`src/rtl/axi_lite_pkg.sv`:
```
// Shared types, response codes and FSM state encoding for the AXI4-Lite responder.
// The window helper is only referenced when AXI_LITE_SLV_DECERR_EN is defined.
package axi_lite_pkg;

    localparam int ADDR_W = 32;
    localparam int DATA_W = 32;
    localparam int STRB_W = DATA_W / 8;

    typedef logic [ADDR_W-1:0] addr_t;
    typedef logic [DATA_W-1:0] data_t;
    typedef logic [STRB_W-1:0] strb_t;
    typedef logic [1:0]        resp_t;

    localparam resp_t RESP_OKAY   = 2'b00;
    localparam resp_t RESP_SLVERR = 2'b10;
    localparam resp_t RESP_DECERR = 2'b11;

    typedef enum logic [2:0] {
        IDLE,
        ISSUE,
        WAIT,
        BRESP,
        RRESP
    } state_e;

    // 33-bit compare so a window ending exactly at 2^32 is representable.
    function automatic logic addr_in_window(input addr_t addr, input addr_t base, input addr_t size);
        logic [ADDR_W:0] a;
        logic [ADDR_W:0] lo;
        logic [ADDR_W:0] hi;
        a  = {1'b0, addr};
        lo = {1'b0, base};
        hi = lo + {1'b0, size};
        return (a >= lo) && (a < hi);
    endfunction

endpackage

```
`src/rtl/axi_lite_slv_wcollect.sv`:
```
// Write-side collector: captures AW and W independently, in either order, and
// holds them until the B handshake clears the pair.
module axi_lite_slv_wcollect
    import axi_lite_pkg::*;
(
    input  logic  clk,
    input  logic  rst,
    input  logic  accept_en,
    input  logic  clear,
    input  addr_t awaddr,
    input  logic  awvalid,
    output logic  awready,
    input  data_t wdata,
    input  strb_t wstrb,
    input  logic  wvalid,
    output logic  wready,
    output logic  aw_hold,
    output logic  w_hold,
    output logic  wr_complete,
    output addr_t wr_addr,
    output data_t wr_data,
    output strb_t wr_strb
);

    logic  aw_hold_q, aw_hold_d;
    logic  w_hold_q, w_hold_d;
    addr_t addr_q, addr_d;
    data_t data_q, data_d;
    strb_t strb_q, strb_d;
    logic  aw_hs, w_hs;

    always_comb begin
        awready  = accept_en & ~aw_hold_q;
        wready   = accept_en & ~w_hold_q;
        aw_hs    = awvalid & awready;
        w_hs     = wvalid & wready;
        addr_d   = aw_hs ? awaddr : addr_q;
        data_d   = w_hs ? wdata : data_q;
        strb_d   = w_hs ? wstrb : strb_q;
        aw_hold_d = clear ? 1'b0 : (aw_hold_q | aw_hs);
        w_hold_d  = clear ? 1'b0 : (w_hold_q | w_hs);
    end

    // Look-ahead outputs let the FSM leave IDLE in the same cycle the pair completes.
    assign wr_complete = aw_hold_d & w_hold_d;
    assign wr_addr     = addr_d;
    assign wr_data     = data_d;
    assign wr_strb     = strb_d;
    assign aw_hold     = aw_hold_q;
    assign w_hold      = w_hold_q;

    always_ff @(posedge clk or posedge rst) begin
        if (rst) begin
            aw_hold_q <= 1'b0;
            w_hold_q  <= 1'b0;
            addr_q    <= '0;
            data_q    <= '0;
            strb_q    <= '0;
        end else begin
            aw_hold_q <= aw_hold_d;
            w_hold_q  <= w_hold_d;
            addr_q    <= addr_d;
            data_q    <= data_d;
            strb_q    <= strb_d;
        end
    end

endmodule

```
`src/rtl/axi_lite_slave_ctrl.sv`:
```
// AXI4-Lite responder serialising AW/W/B and AR/R into one request/response port.
// Define AXI_LITE_SLV_DECERR_EN to answer out-of-window addresses locally with DECERR.
module axi_lite_slave_ctrl
    import axi_lite_pkg::*;
#(
    parameter addr_t ADDR_BASE = 32'h0000_0000,
    parameter addr_t ADDR_SIZE = 32'h0000_1000
) (
    input  logic        clk,
    input  logic        rst,
    input  addr_t       s_axi_awaddr,
    input  logic [2:0]  s_axi_awprot,
    input  logic        s_axi_awvalid,
    output logic        s_axi_awready,
    input  data_t       s_axi_wdata,
    input  strb_t       s_axi_wstrb,
    input  logic        s_axi_wvalid,
    output logic        s_axi_wready,
    output resp_t       s_axi_bresp,
    output logic        s_axi_bvalid,
    input  logic        s_axi_bready,
    input  addr_t       s_axi_araddr,
    input  logic [2:0]  s_axi_arprot,
    input  logic        s_axi_arvalid,
    output logic        s_axi_arready,
    output data_t       s_axi_rdata,
    output resp_t       s_axi_rresp,
    output logic        s_axi_rvalid,
    input  logic        s_axi_rready,
    output logic        req_valid,
    input  logic        req_ready,
    output logic        req_write,
    output addr_t       req_addr,
    output data_t       req_wdata,
    output strb_t       req_strb,
    input  logic        rsp_valid,
    input  data_t       rsp_rdata,
    input  logic        rsp_err
);

    state_e state_q, state_d;
    logic   prio_wr_q, prio_wr_d;
    logic   req_write_q, req_write_d;
    addr_t  req_addr_q, req_addr_d;
    data_t  req_wdata_q, req_wdata_d;
    strb_t  req_strb_q, req_strb_d;
    data_t  rdata_q, rdata_d;
    resp_t  resp_q, resp_d;

    logic   rd_grant, wr_clear, accept_en;
    logic   aw_hold, w_hold, wr_complete;
    addr_t  wr_addr;
    data_t  wr_data;
    strb_t  wr_strb;
    logic   rd_addr_ok, wr_addr_ok;
    logic   unused_sig;

`ifdef AXI_LITE_SLV_DECERR_EN
    assign rd_addr_ok = addr_in_window(s_axi_araddr, ADDR_BASE, ADDR_SIZE);
    assign wr_addr_ok = addr_in_window(wr_addr, ADDR_BASE, ADDR_SIZE);
    assign unused_sig = ^{s_axi_awprot, s_axi_arprot};
`else
    assign rd_addr_ok = 1'b1;
    assign wr_addr_ok = 1'b1;
    assign unused_sig = ^{s_axi_awprot, s_axi_arprot, ADDR_BASE, ADDR_SIZE, RESP_DECERR};
`endif

    // A half-captured write always blocks reads; otherwise prio_wr breaks ties.
    assign rd_grant  = (state_q == IDLE) & ~rst & s_axi_arvalid & ~aw_hold & ~w_hold &
                       (~(s_axi_awvalid | s_axi_wvalid) | ~prio_wr_q);
    assign accept_en = (state_q == IDLE) & ~rst & ~rd_grant;
    assign s_axi_arready = rd_grant;

    axi_lite_slv_wcollect u_wcollect (
        .clk         (clk),
        .rst         (rst),
        .accept_en   (accept_en),
        .clear       (wr_clear),
        .awaddr      (s_axi_awaddr),
        .awvalid     (s_axi_awvalid),
        .awready     (s_axi_awready),
        .wdata       (s_axi_wdata),
        .wstrb       (s_axi_wstrb),
        .wvalid      (s_axi_wvalid),
        .wready      (s_axi_wready),
        .aw_hold     (aw_hold),
        .w_hold      (w_hold),
        .wr_complete (wr_complete),
        .wr_addr     (wr_addr),
        .wr_data     (wr_data),
        .wr_strb     (wr_strb)
    );

    always_comb begin
        state_d     = state_q;
        prio_wr_d   = prio_wr_q;
        req_write_d = req_write_q;
        req_addr_d  = req_addr_q;
        req_wdata_d = req_wdata_q;
        req_strb_d  = req_strb_q;
        rdata_d     = rdata_q;
        resp_d      = resp_q;
        wr_clear    = 1'b0;
        case (state_q)
            IDLE: begin
                if (rd_grant) begin
                    req_write_d = 1'b0;
                    req_addr_d  = s_axi_araddr;
                    state_d     = ISSUE;
                    if (!rd_addr_ok) begin
                        resp_d  = RESP_DECERR;
                        rdata_d = '0;
                        state_d = RRESP;
                    end
                end else if (wr_complete) begin
                    req_write_d = 1'b1;
                    req_addr_d  = wr_addr;
                    req_wdata_d = wr_data;
                    req_strb_d  = wr_strb;
                    state_d     = ISSUE;
                    if (!wr_addr_ok) begin
                        resp_d  = RESP_DECERR;
                        state_d = BRESP;
                    end
                end
            end
            ISSUE: begin
                if (req_ready) state_d = WAIT;
            end
            WAIT: begin
                if (rsp_valid) begin
                    resp_d = rsp_err ? RESP_SLVERR : RESP_OKAY;
                    if (req_write_q) begin
                        state_d = BRESP;
                    end else begin
                        rdata_d = rsp_rdata;
                        state_d = RRESP;
                    end
                end
            end
            BRESP: begin
                if (s_axi_bready) begin
                    wr_clear  = 1'b1;
                    prio_wr_d = 1'b0;
                    state_d   = IDLE;
                end
            end
            RRESP: begin
                if (s_axi_rready) begin
                    prio_wr_d = 1'b1;
                    state_d   = IDLE;
                end
            end
            default: state_d = IDLE;
        endcase
    end

    always_ff @(posedge clk or posedge rst) begin
        if (rst) begin
            state_q     <= IDLE;
            prio_wr_q   <= 1'b1;
            req_write_q <= 1'b0;
            req_addr_q  <= '0;
            req_wdata_q <= '0;
            req_strb_q  <= '0;
            rdata_q     <= '0;
            resp_q      <= RESP_OKAY;
        end else begin
            state_q     <= state_d;
            prio_wr_q   <= prio_wr_d;
            req_write_q <= req_write_d;
            req_addr_q  <= req_addr_d;
            req_wdata_q <= req_wdata_d;
            req_strb_q  <= req_strb_d;
            rdata_q     <= rdata_d;
            resp_q      <= resp_d;
        end
    end

    assign req_valid    = (state_q == ISSUE);
    assign req_write    = req_write_q;
    assign req_addr     = req_addr_q;
    assign req_wdata    = req_wdata_q;
    assign req_strb     = req_strb_q;
    assign s_axi_bvalid = (state_q == BRESP);
    assign s_axi_bresp  = s_axi_bvalid ? resp_q : RESP_OKAY;
    assign s_axi_rvalid = (state_q == RRESP);
    assign s_axi_rresp  = s_axi_rvalid ? resp_q : RESP_OKAY;
    assign s_axi_rdata  = rdata_q;

endmodule

```
`config.mk`:
```
export PLATFORM = sky130hd
export DESIGN_NAME = axi_lite_slave_ctrl
export DESIGN_NICKNAME = d
export VERILOG_FILES = /design/src/rtl/axi_lite_pkg.sv /design/src/rtl/axi_lite_slv_wcollect.sv /design/src/rtl/axi_lite_slave_ctrl.sv
export SDC_FILE = /design/constraint.sdc
export NUM_CORES = 1
export LEC_CHECK = 0
export BUFFER_PORTS_ARGS = -buffer_cell sky130_fd_sc_hd__buf_2
export CAP_MARGIN = 20
export CORE_ASPECT_RATIO = 0.8
export CORE_UTILIZATION = 40
export CTS_CLUSTER_SIZE = 40
export DETAILED_ROUTE_END_ITERATION = 10
export PLACE_DENSITY = 0.67
export SYNTH_ARGS = -nofsm -noshare
export SYNTH_HDL_FRONTEND = slang
export SYNTH_SLANG_ARGS = --single-unit
```
`constraint.sdc`:
```
create_clock -name clk -period 17.93 [get_ports clk]
set_input_delay 5.379 -clock clk [delete_from_list [all_inputs] [get_ports clk]]
set_output_delay 5.379 -clock clk [all_outputs]
set_load 0.02 [all_outputs]
```
# == Word level (Yosys, flattened, before mapping) ==
# Index checks and enable logic that the tools add are counted.
# word_totals
input_bits,148
ram_bits,0
word_cells,78
latchBits,0
n_memories,0
rom_bits,0
output_inout_bits,111
reg_bits,177
# op_classes
mul,0
n_reduce_logical,9
shifts,0
order_cmp,0
eq_ne,9
n_div,0
add_sub_neg,0
muxes,25
bitwise_logic,22
# op_table
op,n
$mux 32,4
$mux 3,7
$pmux 3 s5,1
$and 1x1->1,11
$reduce_and 3->1,3
$mux 1,8
$not 1->1,7
$eq 3x2->1 const B,2
$mux 2,3
$ne 2x1->1 const B,3
$reduce_and 5->1,1
$mux 4,1
$or 1x1->1,4
$reduce_and 2->1,2
$reduce_bool 2->1,2
$eq 3x1->1 const B,1
$eq 3x3->1 const B,1
$logic_not 3->1,1
$ne 3x2->1 const B,1
$ne 2x2->1 const B,1
$pmux 1 s2,1

# == Logic depth before layout (Yosys ltp) ==
# Gate-level depths: netlist of run 1.
# logic_depth
depth_word,16
depth_mapped,10
mapped_depth_nobuf,7

# == Cells and area by module ==
# Synthesis of run 1 repeated with hierarchy kept, for this count alone.
# unflattened
hier_cells,456
area_unflattened_um2,7607.3
# modules_own_cells
mod,seq_area_each_um2,area_each_um2,n_inst,cells_per_inst
axi_lite_slave_ctrl,2653.8,4803.4,1,299
axi_lite_slv_wcollect,1751.7,2803.9,1,157

# == Least setup slack after synthesis of run 1 ==
# OpenSTA, ideal clock, no wires.
# synth_path
path_type,input-to-output
start,input s_axi_arvalid
end,output s_axi_arready
n_path_buf,2
t_arrival_ns,6.808
setup_slack_ns,5.743
required_ns,12.551
cell_stages,6
path_cell_list,or3b_2 > nor2_1 > nand2_1 > inv_2 > clkbuf_1 > clkbuf_1
# synth_between
elab_chain_len,4
# synth_rtl
item,line,source
"start, declared",axi_lite_slave_ctrl.sv:24,"input logic s_axi_arvalid,"
$and 1x1->1 (4 in a row),axi_lite_slave_ctrl.sv:69,assign rd_grant = (state_q == IDLE) & ~rst & s_axi_arvalid & ~aw_hold & ~w_hold &
"end, declared",axi_lite_slave_ctrl.sv:25,"output logic s_axi_arready,"
# Every way passes these cells.

# == Worst setup path in the final report of run 1 ==
# layout_path
start,input rst
end,output s_axi_arready
# layout_between
elab_chain_len,6
# layout_rtl
item,line,source
"start, declared",axi_lite_slave_ctrl.sv:10,"input logic rst,"
$not 1->1,axi_lite_slave_ctrl.sv:69,
$and 1x1->1 (5 in a row),axi_lite_slave_ctrl.sv:69,
# Every way passes these cells.

==> run_results.csv, run 1 <==
group,metric,value,unit
synthesis,synthCells,486,
global_route,gr-usage-all-layers,18.2,%
timing,fin_skew,0.00852,ns
worst_hold_path,hold_path_class,"register to register",
power_and_ir_drop,vdd_ir_drop_max,0.0000860,V
floorplan,rows,43,
critical_path,cp_top_family,"simple AND/OR/NAND/NOR gates",
timing,fmax,77.6,MHz
routing,wl_per_cell,16.8,um
critical_path,critical_path_buf_inv_count,3,
global_route,use_met2,28.7,%
synthesis,syn_area_per_cell,14.6,um^2
critical_path,startpoint,"rst",
global_route,grt-ovfl-total,0,
critical_path,critPathMaxStageDelay,0.63,ns
timing,final.min_clock_period,12.89,ns
finish,final_cell_mix,"buf_2 (250), dfrtp_1 (175), mux2_2 (107)",
timing,whs,0.490,ns
cts,cts_inserted_buffers,17,
routing,viasPerCell,5.00,
power_and_ir_drop,power_density,184,nW/um^2
finish,final_common_cell,"buf_2",
global_route,grt_util_met1,22.4,%
global_route,grt_pass1_vias,5054,
timing,drv_slew,0,
placed_design,dp_hpwl,11.4,mm
critical_path,crit_arrival,7.51,ns
routing,drtIter0Drc,182,
critical_path,cp_max_fo,34,
synthesis,mappedNetlistArea,7120,um^2
critical_path,critPathMostFrequentCell,"buf_2",
critical_path,critical_path_class,"input pin to output port",
synthesis,ys.flop_type,"dfrtp_1",
critical_path,worst_path_max_delay_cell,"nor4_2",
cts,cts_buffer_depth,2,
routing,firstDrtPassIters,4,
cts,worstSkewPairLatency,0.42,ns
timing,rsz0062_at_grt,"no",
cts,cts_tree,"yes",
power_and_ir_drop,leakage,4.55,nW
global_route,grt_max_degree,106,
timing,finalHoldViolCount,0,
finish,nNetsFinal,877,
floorplan,fp.coreArea,17400,um^2
routing,antenna_left,0,
worst_hold_path,hp-start,"s_axi_rdata[8]",
global_route,antenna_found_initial,1,
placed_design,port_buffers,250,
critical_path,cp.required,12.55,ns
finish,drive_gt1_share,56.5,%
routing,drc_errors,0,
floorplan,die-area,18300,um^2
critical_path,critPathCaptureType,"output port",
cts,postCtsSetupBuffers,0,
routing,wirelength,16.2,mm
floorplan,pin_count,259,
power_and_ir_drop,power,1.68,mW
synthesis,ys_warn_count,0,
timing,setup_tns,0,ns
job,max_cap_violations,0,
timing,setup_violations,0,
critical_path,startpoint_type,"input pin",
critical_path,path_cells,"buf_2 > nor4_2 > nand2_1 > inv_2 > buf_2",
synthesis,ys_ff_latch,176,
global_route,grt_pass1_wl,25.4,mm
floorplan,die_w,151,um
routing,vias,4830,
placed_design,post_dp_cell_area,8520,um^2
critical_path,r2r_start,"state_q[0]",
cts,clockRootBuffer,"clkbuf_16",
synthesis,synth_cell_types,45,
timing,period_share,71.9,%
floorplan,die_h,121,um
synthesis,seq_area_frac_synth,61.9,%
cts,path_clk_slew,0.06,ns
synthesis,postSynth.asyncResetShare,100,%
global_route,busiest_layer,"met2",
timing,tightest_slew,1.17,ns
finish,design_area,9140,um^2
finish,fill_cells,1492,
cts,cts_max_level,4,
cts,hold_buffers,0,
global_route,use_met3,7.93,%
finish,syn_to_final_growth,28.3,%
timing,slew_headroom,22.2,%
run_status,outcome,"finished clean",
floorplan,initial_core_util,41.0,%
synthesis,synth_edf_count,0,
cts,cts-resized-gates,0,
placed_design,gp_congestion,0.849,
cts,clock-sinks,176,
power by group:
part / internal, mW / switching, mW
combinational: 0.294 / 0.350
sequential: 0.585 / 0.0870
clock: 0.218 / 0.148
total: 1.10 / 0.585
logic make-up after synthesis:
family	after synthesis	synth area share [%]
buffers and inverters	39	3.18
other	1	0.0527
multiplexers	139	23.0
AO/OA/AOI/OAI	47	5.59
flip-flops	176	61.9
AND/OR/NAND/NOR	84	6.33
routing by layer:
metal | vias up | wire, um | share of wire (%)
met4 | 0 | 225 | 1.4
met5 | - | 0 | 0
li1 | 2217 | - | -
met3 | 22 | 1550 | 9.6
met1 | 2397 | 6980 | 43
met2 | 194 | 7420 | 46
state kept, by name, indices dropped and copies added, names as in the netlist:
name	cells
u_wcollect.strb_q	4
u_wcollect.data_q	32
u_wcollect.w_hold	1
req_write	1
u_wcollect.aw_hold	1
state_q	3
req_strb	4
req_wdata	32
u_wcollect.addr_q	32
prio_wr_q	1
resp_q	1
s_axi_rdata	32
req_addr	32
per-stage QoR:
stage | setup WS, ns | util (%) | cells
2_1_floorplan | 5.74 | - | 487
3_3_place_gp | 5.16 | 49.0 | 933
3_5_place_dp | 5.13 | 49.0 | 933
4_1_cts | 5.11 | 52.4 | 963
5_1_grt | 4.83 | 52.6 | 965
6_report | 5.04 | 52.6 | 966
area by class of cell:
type,count,area [um^2],area share (%)
Sequential cell,176,4410,48.2
Antenna cell,1,2.50,0.0274
Timing Repair Buffer,255,1310,14.3
Tap cell,225,282,3.08
Multi-Input combinational cell,272,2530,27.7
Inverter,7,31.3,0.342
Clock buffer,21,440,4.82
Clock inverter,9,136,1.49
synth_stat cells, types with 6 or more instances:
cell | n | share of area [%]
dfrtp_1 | 175 | 62
o211ai_1 | 12 | 1.3
mux2_4 | 19 | 4.0
inv_1 | 6 | 0.32
nand2_1 | 27 | 1.4
nor2_1 | 7 | 0.37
and2_1 | 21 | 1.8
buf_6 | 7 | 1.1
mux2_2 | 107 | 17
a221o_1 | 19 | 2.7
clkbuf_1 | 9 | 0.47
buf_2 | 13 | 0.91
mux2_1 | 12 | 1.9
nand3_1 | 10 | 0.70
path summary, 6_finish.rpt:
kind                       cells after the start           endpoint  slack, ns
min in group asynchronous                      2        req_addr[1]       5.18
min                                            1     s_axi_rdata[8]       0.49
max                                            5      s_axi_arready       5.04
max reg2reg                                    7      req_wdata[13]      13.81
max in group asynchronous                      3  u_wcollect.w_hold      11.29
min reg2reg                                    1     s_axi_rdata[8]       0.49
Power figures use the tool's default switching activity.
==> run 2: changes to the inputs <==
--- a/config.mk
+++ b/config.mk
@@ -11,7 +11,7 @@
 export CORE_UTILIZATION = 40
 export CTS_CLUSTER_SIZE = 40
 export DETAILED_ROUTE_END_ITERATION = 10
-export PLACE_DENSITY = 0.67
+export PLACE_DENSITY = 0.69
 export SYNTH_ARGS = -nofsm -noshare
 export SYNTH_HDL_FRONTEND = slang
 export SYNTH_SLANG_ARGS = --single-unit
==> constraint.sdc (replaced) <==
create_clock -name clk -period 10.7 [get_ports clk]
set_input_delay 3.21 -clock clk [delete_from_list [all_inputs] [get_ports clk]]
set_output_delay 3.21 -clock clk [all_outputs]
set_load 0.02 [all_outputs]
==> run_results.csv, run 2 (synthesis gave the netlist of run 1 again) <==
group,metric,value,unit
floorplan,die_h,121,um
worst_hold_path,hold_path_class,"register to register",
routing,drc_errors,0,
finish,final_common_cell,"buf_2",
placed_design,dp.cells,933,
global_route,grt_pass1_wl,25.7,mm
routing,viasPerCell,4.98,
worst_hold_path,hold_depth,1,
placed_design,dp_hpwl,11.2,mm
critical_path,ff2ff_path_depth,7,
timing,rsz0062_at_grt,"no",
floorplan,die-area,18300,um^2
power_and_ir_drop,leakage,4.59,nW
finish,fill_cells,1489,
finish,nNetsFinal,879,
cts,path_clk_slew,0.06,ns
routing,wl_met2,7.71,mm
cts,cts_max_level,4,
finish,finalNonFillerCells,968,
cts,cts_inserted_buffers,17,
floorplan,rows,43,
job,max_cap_violations,0,
timing,finalHoldViolCount,0,
worst_hold_path,hp-start,"u_wcollect.addr_q[31]",
critical_path,crit_arrival,5.28,ns
finish,drive_gt1_share,57.1,%
routing,firstDrtPassIters,5,
global_route,grt_max_degree,90,
cts,worstSkewPairLatency,0.42,ns
timing,tightest_slew,1.28,ns
timing,final.min_clock_period,8.49,ns
finish,design_area,9190,um^2
global_route,grt-ovfl-total,0,
finish,syn_to_final_growth,29.1,%
cts,cts-resized-gates,0,
placed_design,port_buffers,250,
timing,fin_skew,0.00702,ns
timing,slew_headroom,14.4,%
critical_path,critPathCaptureType,"output port",
routing,wl_per_cell,16.9,um
routing,drtIter0Drc,204,
placed_design,gp_congestion,0.830,
critical_path,cp.required,7.49,ns
critical_path,cp_max_fo,34,
placed_design,post_dp_cell_area,8520,um^2
critical_path,rrSetupSlack,6.61,ns
run_status,outcome,"finished clean",
finish,antenna_cells,0,
timing,period_share,79.3,%
power_and_ir_drop,vdd_ir_drop_max,0.000136,V
floorplan,initial_core_util,41.0,%
cts,cts_buffer_depth,2,
timing,setup_tns,0,ns
critical_path,reg2reg_to,"req_wdata[5]",
worst_hold_path,holdPathEnd,"u_wcollect.addr_q[31]",
cts,clockRootBuffer,"clkbuf_16",
routing,wirelength,16.3,mm
global_route,grt_pass1_vias,5085,
cts,postCtsSetupBuffers,0,
global_route,antenna_found_initial,1,
power_and_ir_drop,power_density,309,nW/um^2
routing,wl_met1,7.01,mm
timing,drv_slew,0,
critical_path,r2r_start,"state_q[0]",
cts,cts_tree,"yes",
routing,wl_met3,1.48,mm
critical_path,critical_path_class,"input pin to output port",
floorplan,pin_count,259,
cts,hold_buffers,0,
critical_path,startpoint_type,"input pin",
floorplan,fp.coreArea,17400,um^2
routing,antenna_left,0,
timing,fmax,118,MHz
global_route,gr-usage-all-layers,18.4,%
cts,clock-sinks,176,
floorplan,die_w,151,um
finish,final_cell_mix,"buf_2 (250), dfrtp_1 (175), mux2_2 (107)",
routing,vias,4825,
timing,setup_violations,0,
routing,top_layer_used,"met4",
run 2: changes by cell type in the layout (fill, tap and decap cells not counted):
cell | before | now
clkbuf_4 | 1 | 0
clkbuf_8 | 0 | 1
clkbuf_1 | 4 | 1
diode_2 | 1 | 0
clkinv_2 | 1 | 3
buf_4 | 3 | 4
buf_12 | 0 | 1
inv_6 | 2 | 6
clkinv_4 | 2 | 0
buf_8 | 0 | 1
clkinvlp_4 | 2 | 1
run 2: layout make-up:
type | instances | area (um^2) | share of cell area (%)
flip-flops and latches | 176 | 4410 | 47.9
multi-input cells | 272 | 2530 | 27.5
repair buffers | 257 | 1340 | 14.6
clock buffers | 19 | 443 | 4.82
well taps | 225 | 282 | 3.06
clock inverters | 12 | 156 | 1.70
inverters | 7 | 31.3 | 0.340
run 2: through the flow:
stage	util (%)	setup slack, ns	total power [mW]	hold WS [ns]
6_report	52.9	2.21	2.84	0.490
3_3_place_gp	49.0	2.32	2.17	0.472
5_1_grt	52.9	2.03	3.02	0.506
3_5_place_dp	49.0	2.26	2.22	0.478
2_1_floorplan	-	2.72	1.88	0.462
4_1_cts	52.5	2.25	2.86	0.492
run 2: per-layer routing:
layer  up-vias  GRT usage, %
met2       185          29.6
li1       2227             -
met1      2403          22.9
met5         -             0
met3        10          7.11
met4         0          5.50
run 2: worst max-delay path: stages:
cell and delay, ns:
buf_2 0.14, nor4_2 0.60, nand2_1 0.47, inv_2 0.59
buf_2 0.27
run 2: where the power goes:
group	switching (mW)	total, mW	internal (mW)
Clock	0.257	0.632	0.375
Combinational	0.585	1.08	0.496
Sequential	0.149	1.13	0.980
run 2: how the worst max path moves through the flow:
stage	startpoint	to	depth (start not counted)
floorplan	rst	req_addr[0]	1
global placement	rst	s_axi_arready	5
detailed placement	rst	s_axi_arready	5
CTS	rst	s_axi_arready	5
global route	rst	s_axi_arready	5
finish	rst	s_axi_arready	5
==> run 3: changes to the inputs <==
--- a/config.mk
+++ b/config.mk
@@ -11,7 +11,7 @@
 export CORE_UTILIZATION = 40
 export CTS_CLUSTER_SIZE = 40
 export DETAILED_ROUTE_END_ITERATION = 10
-export PLACE_DENSITY = 0.69
+export PLACE_DENSITY = 0.67
 export SYNTH_ARGS = -nofsm -noshare
 export SYNTH_HDL_FRONTEND = slang
 export SYNTH_SLANG_ARGS = --single-unit
==> constraint.sdc (replaced) <==
create_clock -name clk -period 8.4 [get_ports clk]
set_input_delay 2.52 -clock clk [delete_from_list [all_inputs] [get_ports clk]]
set_output_delay 2.52 -clock clk [all_outputs]
set_load 0.02 [all_outputs]
==> run_results.csv, run 3 (synthesis gave the netlist of run 1 again) <==
group,metric,value,unit
run_status,outcome,"finished clean",
critical_path,reg2reg_to,"req_addr[27]",
critical_path,ff2ff_path_depth,9,
worst_hold_path,hold_path_class,"register to register",
timing,rsz0062_at_grt,"no",
routing,drtIter0Drc,178,
finish,antenna_cells,0,
floorplan,initial_core_util,41.0,%
timing,drv_slew,0,
global_route,grt_pass1_vias,5007,
timing,fin_skew,0.00928,ns
critical_path,critical_path_class,"input pin to output port",
power_and_ir_drop,vdd_ir_drop_max,0.000191,V
global_route,grt-ovfl-total,0,
routing,firstDrtPassIters,4,
placed_design,pre_cts_slack,1.78,ns
floorplan,die_h,121,um
critical_path,crit_arrival,4.08,ns
critical_path,cp.required,5.88,ns
timing,fmax,152,MHz
finish,final_cell_mix,"buf_2 (250), dfrtp_1 (175), mux2_2 (107)",
floorplan,fp.coreArea,17400,um^2
routing,viasPerCell,5.00,
critical_path,r2r_start,"state_q[0]",
finish,finalNonFillerCells,969,
critical_path,cp_max_fo,14,
timing,final.min_clock_period,6.60,ns
power_and_ir_drop,leakage,4.56,nW
placed_design,dp.cells,935,
cts,hold_buffers,0,
placed_design,dp_hpwl,11.2,mm
floorplan,die_w,151,um
cts,cts-resized-gates,0,
critical_path,rrSetupSlack,4.45,ns
timing,setup_violations,0,
global_route,grt_pass1_wl,25.1,mm
routing,vias,4849,
finish,drive_gt1_share,57.1,%
routing,wirelength,16.1,mm
cts,path_clk_slew,0.06,ns
cts,postCtsSetupBuffers,0,
floorplan,die-area,18300,um^2
power_and_ir_drop,power_density,391,nW/um^2
timing,slew_headroom,22.3,%
timing,tightest_slew,1.17,ns
finish,final_common_cell,"buf_2",
cts,cts_buffer_depth,2,
routing,antenna_left,0,
global_route,antenna_found_initial,1,
placed_design,port_buffers,250,
cts,clockRootBuffer,"clkbuf_16",
cts,cts_max_level,4,
timing,period_share,78.6,%
routing,drc_errors,0,
routing,wl_per_cell,16.6,um
critical_path,startpoint_type,"input pin",
finish,syn_to_final_growth,28.6,%
finish,utilization,52.7,%
floorplan,pin_count,259,
global_route,gr-usage-all-layers,17.9,%
cts,clock-sinks,176,
cts,cts_tree,"yes",
placed_design,gp_congestion,0.796,
job,max_cap_violations,0,
finish,nNetsFinal,880,
worst_hold_path,hp-start,"s_axi_rdata[12]",
cts,cts_inserted_buffers,17,
cts,worstSkewPairLatency,0.42,ns
floorplan,rows,43,
timing,finalHoldViolCount,0,
global_route,grt_max_degree,106,
timing,setup_tns,0,ns
worst_hold_path,holdPathEnd,"s_axi_rdata[12]",
worst_hold_path,hold_depth,1,
critical_path,critPathCaptureType,"output port",
timing,timing.final.ws_setup,1.80,ns
[run 3: cell types whose count changed in the layout (fill, tap and decap cells not counted), sizes merged]
cell	previous run	this run
clkbuf	19	22
bufinv	3	1
clkinvlp	1	3
clkinv	3	2
inv	12	11
[run 3: cell type report]
type / instances / area, um^2
Clock buffer: 21 / 470
Sequential cell: 176 / 4410
Fill cell: 1524 / 8230
Clock inverter: 10 / 101
Timing Repair Buffer: 258 / 1330
Multi-Input combinational cell: 272 / 2530
Tap cell: 225 / 282
Inverter: 7 / 31.3
[run 3: worst max-delay path by stage]
| stage | startpoint | end | slack, ns |
|---|---|---|---|
| global route | rst | s_axi_arready | 1.66 |
| global placement | rst | s_axi_arready | 1.83 |
| floorplan | rst | req_addr[0] | 1.11 |
| finish | rst | s_axi_arready | 1.80 |
| CTS | rst | s_axi_arready | 1.77 |
| detailed placement | rst | s_axi_arready | 1.78 |
[run 3: power breakdown]
| group | total, mW | internal, mW | switching [mW] |
|---|---|---|---|
| clock network | 0.765 | 0.435 | 0.331 |
| logic | 1.38 | 0.633 | 0.746 |
| registers | 1.43 | 1.25 | 0.185 |
| total | 3.58 | 2.32 | 1.26 |
[run 3: routing by layer]
metal,global-route usage (%),share of wire (%)
met5,0,0
met4,5.88,1.0
met3,7.14,9.5
met2,28.1,46
met1,22.6,43
[run 3: critical path, stage by stage]
cell     delay [ns]
buf_2          0.14
nor4_2         0.60
nand2_1        0.49
inv_2          0.16
buf_2          0.17
[run 3: through the flow]
stage	cell area (um^2)	hold slack (ns)	total power, mW
floorplan	7120	0.462	2.39
global placement	8540	0.468	2.77
detailed placement	8540	0.478	2.83
CTS	9110	0.492	3.61
global route	9150	0.506	3.80
finish	9150	0.483	3.58
